## config.mk

```make
export PLATFORM = sky130hd
export DESIGN_NAME = control_fsm
export DESIGN_NICKNAME = d
export VERILOG_FILES = /design/src/rtl/control_fsm.sv
export SDC_FILE = /design/constraint.sdc
export NUM_CORES = 1
export LEC_CHECK = 0
export ABC_CLOCK_PERIOD_IN_PS = 2700
export BUFFER_PORTS_ARGS = -buffer_cell sky130_fd_sc_hd__buf_4
export CAP_MARGIN = 20
export CORE_AREA = 2 2 39 41
export DETAILED_ROUTE_END_ITERATION = 10
export DIE_AREA = 0 0 41 43
export PLACE_DENSITY = 0.76
export SLEW_MARGIN = 20
export SYNTH_ARGS = -nofsm -noshare
export SYNTH_HDL_FRONTEND = slang
export SYNTH_SLANG_ARGS = --single-unit
```

## constraint.sdc

```tcl
create_clock -name CLK -period 2.7 [get_ports CLK]
set_input_delay 0.405 -clock CLK [delete_from_list [all_inputs] [get_ports CLK]]
set_output_delay 0.405 -clock CLK [all_outputs]
set_load 0.005 [all_outputs]
```

## src/rtl/control_fsm.sv

```systemverilog
// Multicycle MIPS-style main control unit: Moore FSM sequencing fetch,
// decode and per-class execute/writeback, with branch write-enable steering.
module control_fsm (
  input  logic       CLK,
  input  logic       RST,
  input  logic [5:0] Opcode,
  output logic       PC_EN,
  output logic       PCWrite_BEQ,
  output logic       PCWrite_BNE,
  output logic       PCWrite_BLEZ,
  output logic       PCWrite_BGTZ,
  output logic       PCWrite_BLTZ,
  output logic       IorD,
  output logic       MemWrite,
  output logic       IRWrite,
  output logic       RegDst,
  output logic       MemtoReg,
  output logic       RegWrite,
  output logic       ALUSrcA,
  output logic [1:0] ALUSrcB,
  output logic [1:0] ALUOp,
  output logic [1:0] PCSrc,
  output logic [3:0] STATE
);

  localparam int unsigned STATE_W = 4;

  localparam logic [5:0] OP_RTYPE = 6'b000000;
  localparam logic [5:0] OP_BLTZ  = 6'b000001;
  localparam logic [5:0] OP_J     = 6'b000010;
  localparam logic [5:0] OP_BEQ   = 6'b000100;
  localparam logic [5:0] OP_BNE   = 6'b000101;
  localparam logic [5:0] OP_BLEZ  = 6'b000110;
  localparam logic [5:0] OP_BGTZ  = 6'b000111;
  localparam logic [5:0] OP_ADDI  = 6'b001000;
  localparam logic [5:0] OP_LW    = 6'b100011;
  localparam logic [5:0] OP_SW    = 6'b101011;

  typedef enum logic [STATE_W-1:0] {
    S_FETCH   = 4'd0,
    S_DECODE  = 4'd1,
    S_MEMADR  = 4'd2,
    S_MEMRD   = 4'd3,
    S_MEMWB   = 4'd4,
    S_MEMWR   = 4'd5,
    S_RTYPEEX = 4'd6,
    S_RTYPEWB = 4'd7,
    S_BRANCH  = 4'd8,
    S_ADDIEX  = 4'd9,
    S_ADDIWB  = 4'd10,
    S_JUMP    = 4'd11
  } state_t;

  // Kept as a plain vector so unused codes 12-15 are representable and recover.
  logic [STATE_W-1:0] state_q;
  state_t             state_d;

  assign STATE = state_q;

  // State register; reset returns to FETCH immediately.
  always_ff @(posedge CLK or negedge RST) begin
    if (!RST) begin
      state_q <= STATE_W'(S_FETCH);
    end else begin
      state_q <= STATE_W'(state_d);
    end
  end

  // Next-state and Moore output decode; every strobe is held low while in reset.
  always_comb begin
    state_d      = S_FETCH;
    PC_EN        = 1'b0;
    PCWrite_BEQ  = 1'b0;
    PCWrite_BNE  = 1'b0;
    PCWrite_BLEZ = 1'b0;
    PCWrite_BGTZ = 1'b0;
    PCWrite_BLTZ = 1'b0;
    IorD         = 1'b0;
    MemWrite     = 1'b0;
    IRWrite      = 1'b0;
    RegDst       = 1'b0;
    MemtoReg     = 1'b0;
    RegWrite     = 1'b0;
    ALUSrcA      = 1'b0;
    ALUSrcB      = 2'b00;
    ALUOp        = 2'b00;
    PCSrc        = 2'b00;

    case (state_q)
      S_FETCH: begin
        state_d = S_DECODE;
        ALUSrcB = 2'b01;
        IRWrite = 1'b1;
        PC_EN   = 1'b1;
      end
      S_DECODE: begin
        ALUSrcB = 2'b11;
        case (Opcode)
          OP_LW, OP_SW:                              state_d = S_MEMADR;
          OP_RTYPE:                                  state_d = S_RTYPEEX;
          OP_BEQ, OP_BNE, OP_BLEZ, OP_BGTZ, OP_BLTZ: state_d = S_BRANCH;
          OP_ADDI:                                   state_d = S_ADDIEX;
          OP_J:                                      state_d = S_JUMP;
          default:                                   state_d = S_FETCH;
        endcase
      end
      S_MEMADR: begin
        ALUSrcA = 1'b1;
        ALUSrcB = 2'b10;
        if (Opcode == OP_LW) begin
          state_d = S_MEMRD;
        end else if (Opcode == OP_SW) begin
          state_d = S_MEMWR;
        end
      end
      S_MEMRD: begin
        state_d = S_MEMWB;
        IorD    = 1'b1;
      end
      S_MEMWB: begin
        MemtoReg = 1'b1;
        RegWrite = 1'b1;
      end
      S_MEMWR: begin
        IorD     = 1'b1;
        MemWrite = 1'b1;
      end
      S_RTYPEEX: begin
        state_d = S_RTYPEWB;
        ALUSrcA = 1'b1;
        ALUOp   = 2'b10;
      end
      S_RTYPEWB: begin
        RegDst   = 1'b1;
        RegWrite = 1'b1;
      end
      S_BRANCH: begin
        ALUSrcA = 1'b1;
        ALUOp   = 2'b01;
        PCSrc   = 2'b01;
        case (Opcode)
          OP_BEQ:  PCWrite_BEQ  = 1'b1;
          OP_BNE:  PCWrite_BNE  = 1'b1;
          OP_BLEZ: PCWrite_BLEZ = 1'b1;
          OP_BGTZ: PCWrite_BGTZ = 1'b1;
          OP_BLTZ: PCWrite_BLTZ = 1'b1;
          default: ;
        endcase
      end
      S_ADDIEX: begin
        state_d = S_ADDIWB;
        ALUSrcA = 1'b1;
        ALUSrcB = 2'b10;
      end
      S_ADDIWB: begin
        RegWrite = 1'b1;
      end
      S_JUMP: begin
        PCSrc = 2'b10;
        PC_EN = 1'b1;
      end
      default: ;
    endcase

    // Reset suppresses every strobe; the register itself is already at FETCH.
    if (!RST) begin
      PC_EN        = 1'b0;
      PCWrite_BEQ  = 1'b0;
      PCWrite_BNE  = 1'b0;
      PCWrite_BLEZ = 1'b0;
      PCWrite_BGTZ = 1'b0;
      PCWrite_BLTZ = 1'b0;
      IorD         = 1'b0;
      MemWrite     = 1'b0;
      IRWrite      = 1'b0;
      RegDst       = 1'b0;
      MemtoReg     = 1'b0;
      RegWrite     = 1'b0;
      ALUSrcA      = 1'b0;
      ALUSrcB      = 2'b00;
      ALUOp        = 2'b00;
      PCSrc        = 2'b00;
    end
  end

endmodule
```

==> results.py <==
metrics = {
    "floorplanning": {
        "start_util": 0.430,
        "die_y_um": 43,
        "num_io_pins": 31,
        "die_area_um2": 1760,
        "core_um2": 1380,
        "dieWidth_um": 41,
        "rows": 14,
    },
    "global_route": {
        "grt.total_usage": 0.187,
        "grt_overflow": 0,
        "grt_pass1_wl_um": 2330,
        "gr-usage-met3": 0.0157,
        "grt.busiest_layer": "met2",
        "grt_max_degree": 18,
        "grt_pass1_vias": 581,
        "grt_antenna_before_repair": 0,
        "grt.met1_usage": 0.220,
        "use_met2": 0.319,
    },
    "synth": {
        "syn-cell-area_um2": 596,
        "synth_cells": 83,
        "synthTopCellsByArea": "dfrtp_1 (17%), nor2_1 (8.8%), nand3_1 (5.9%)",
        "ys.flop_type": "dfrtp_1",
        "yosys_warnings": 0,
        "yosysTopAreaCell": "dfrtp_1",
        "syn_avg_cell_area_um2": 7.18,
        "seq_area_frac_synth": 0.168,
        "ys_seq_elements": 4,
        "synth_cell_types": 35,
        "syn-num-nets": 91,
        "yosys.area.top_type_share": 0.168,
        "synth_edf_count": 0,
        "async_reset_ff_frac": 1.00,
    },
    "pwr": {
        "intPower_w": 0.000257,
        "p_sw_frac": 0.423,
        "combPwrFrac": 0.528,
        "max-vdd-ir-drop_mv": 0.236,
        "p_clk_frac": 0.161,
        "power_frac_seq": 0.311,
        "p_sw_w": 0.000189,
        "power_density_nw_per_um2": 538,
        "power_leakage_nw": 0.384,
    },
    "cells_and_area": {
        "fillCellCount": 141,
        "final_common_cell": "buf_4",
        "nets": 121,
        "mostFrequentLayoutCells": "buf_4 (30), nor2_1 (14), nand3_1 (7)",
        "largest_register_ffs": 4,
        "seq_area_um2": 100,
        "layout-drive-gt1-share": 0.360,
        "insertedDiodeCount": 0,
        "multi_input_area_um2": 437,
        "syn_to_final_growth_pct": 39.3,
    },
    "sta": {
        "skew_ns": 0.00202,
        "worst_slew_pin_slew_ns": 0.520,
        "fmax_ghz": 0.437,
        "fin_crit_sh": 0.848,
        "finalSetupTns_ns": 0,
        "fin_crit_ns": 2.29,
        "rsz0062_at_grt": "no",
        "maxSlewHeadroom": 0.653,
        "setup_viol": 0,
        "layout_setup_ws_ns": 0.409,
        "hold_viol_final": 0,
        "slew_viol_final": 0,
    },
    "routing": {
        "drc": 0,
        "post_drt_via_cell_ratio": 5.35,
        "first_pass_iters": 5,
        "routed_wirelength_um": 1460,
        "num_vias": 680,
        "wl_per_cell_um": 11.5,
        "drt-initial-drc-count": 18,
        "final_antenna_net_count": 0,
    },
    "setup_path": {
        "criticalPathCategory": "input port to output port",
        "required_ns": 2.30,
        "cp_slowest_cell": "dlygate4sd3_1",
        "arrival_ns": 1.89,
        "start_kind": "input port",
        "crit_start": "RST",
        "crit_fanout": 13,
        "r2r_start": "STATE[1]",
        "critPathCaptureType": "output port",
        "cp_top_family": "buffers and inverters",
        "path_cells": "dlygate4sd3_1 -> buf_4 -> or3b_4 -> nor3_4 -> or2_1 -> buf_4",
        "cpMostUsedCell": "buf_4",
        "max_stage_delay_ns": 0.53,
        "critPathBufInv": 3,
    },
    "clocking": {
        "numCtsBuffers": 3,
        "h-tree-depth": 1,
        "cts_tree": "done",
        "clk_path_buf_depth": 2,
        "cts_num_sinks": 4,
        "path_clk_slew_ns": 0.03,
        "hold_buffers": 1,
        "root_buffer": "clkbuf_4",
        "cts-resized-gates": 0,
        "clk_latency_ns": 0.23,
        "cts_setup_buffers": 0,
    },
    "status": {
        "status": "finished, final reports clean",
    },
    "placement": {
        "gp_congestion": 0.859,
        "hpwlAfterDp_um": 1150,
        "dp_worst_setup_slack_ns": 0.811,
        "portBuffers": 30,
    },
    "worst_hold_path": {
        "hp-start": "Opcode[3]",
        "holdCritPathClass": "input port to register",
    },
    "run": {
        "drv.max_cap_violation_count": 0,
    },
}
## worst paths after layout
check                           cells after the start  slack (ns)       end
worst max-delay path                                6        0.41     PC_EN
worst min-delay path                                2        0.44  STATE[1]
worst max register to register                      3        1.30  STATE[1]
worst min register to register                      1        0.74  STATE[3]
max in group asynchronous                           2        2.02  STATE[1]
min in group asynchronous                           2        0.55  STATE[0]
## metal layers
metal  routed length, um  part of all wire  vias to the layer above
met1                 579              0.40                      299
met4                   0                 0                        0
met5                   0                 0                        -
met2                 765              0.53                       29
met3                 112             0.077                        0
li1                    -                 -                      352
## worst reg2reg max path: stages, from the launching register on
cell and delay, ns:
dfrtp_1 0.66, nor4b_2 0.39, nand3_1 0.12, o211ai_1 0.16
## cell usage after synthesis (2+ instances only)
library cell	count
o21ai_0	2
nand3_1	7
nor3b_2	2
nand4_1	2
nor3_1	5
nor2_1	14
nor2b_1	5
inv_1	4
buf_2	2
nand2_1	5
nand2b_1	5
buf_4	3
dfrtp_1	4
xor2_1	2
## metrics by stage
step	hold WS (ns)	total power, W	instance area [um2]	cells	utilization
after global placement	0.233	0.000374	797	123	0.576
after CTS	0.429	0.000453	830	127	0.599
after floorplan	0.109	0.000291	596	83	-
final	0.438	0.000446	830	127	0.599
after global routing	0.443	0.000491	830	127	0.599
after detailed placement	0.235	0.000377	797	123	0.576
## power by group through the flow
stage	logic, W	registers, W	clock network (W)
detailed placement	0.000237	0.000140	0
CTS	0.000239	0.000139	0.0000752
finish	0.000236	0.000139	0.0000717
global route	0.000265	0.000146	0.0000801
floorplan	0.000197	0.0000944	0
global placement	0.000236	0.000138	0
## logic make-up (layout without fill, tap and decap cells)
kind of cell,after synthesis,count (layout),share of synthesized area
flip-flops,4,4,0.168
AND/OR/NAND/NOR,55,55,0.557
XOR/XNOR,3,3,0.0441
buffers and inverters,10,38,0.0987
AO/OA/AOI/OAI,11,11,0.132
## area by class of cell
class | count | share of cell area
well taps | 16 | 0.0241
multi-input cells | 69 | 0.526
clock buffers | 3 | 0.0271
repair buffers | 31 | 0.284
inverters | 4 | 0.0181
flip-flops and latches | 4 | 0.121
(Power assumes the default switching activity.)
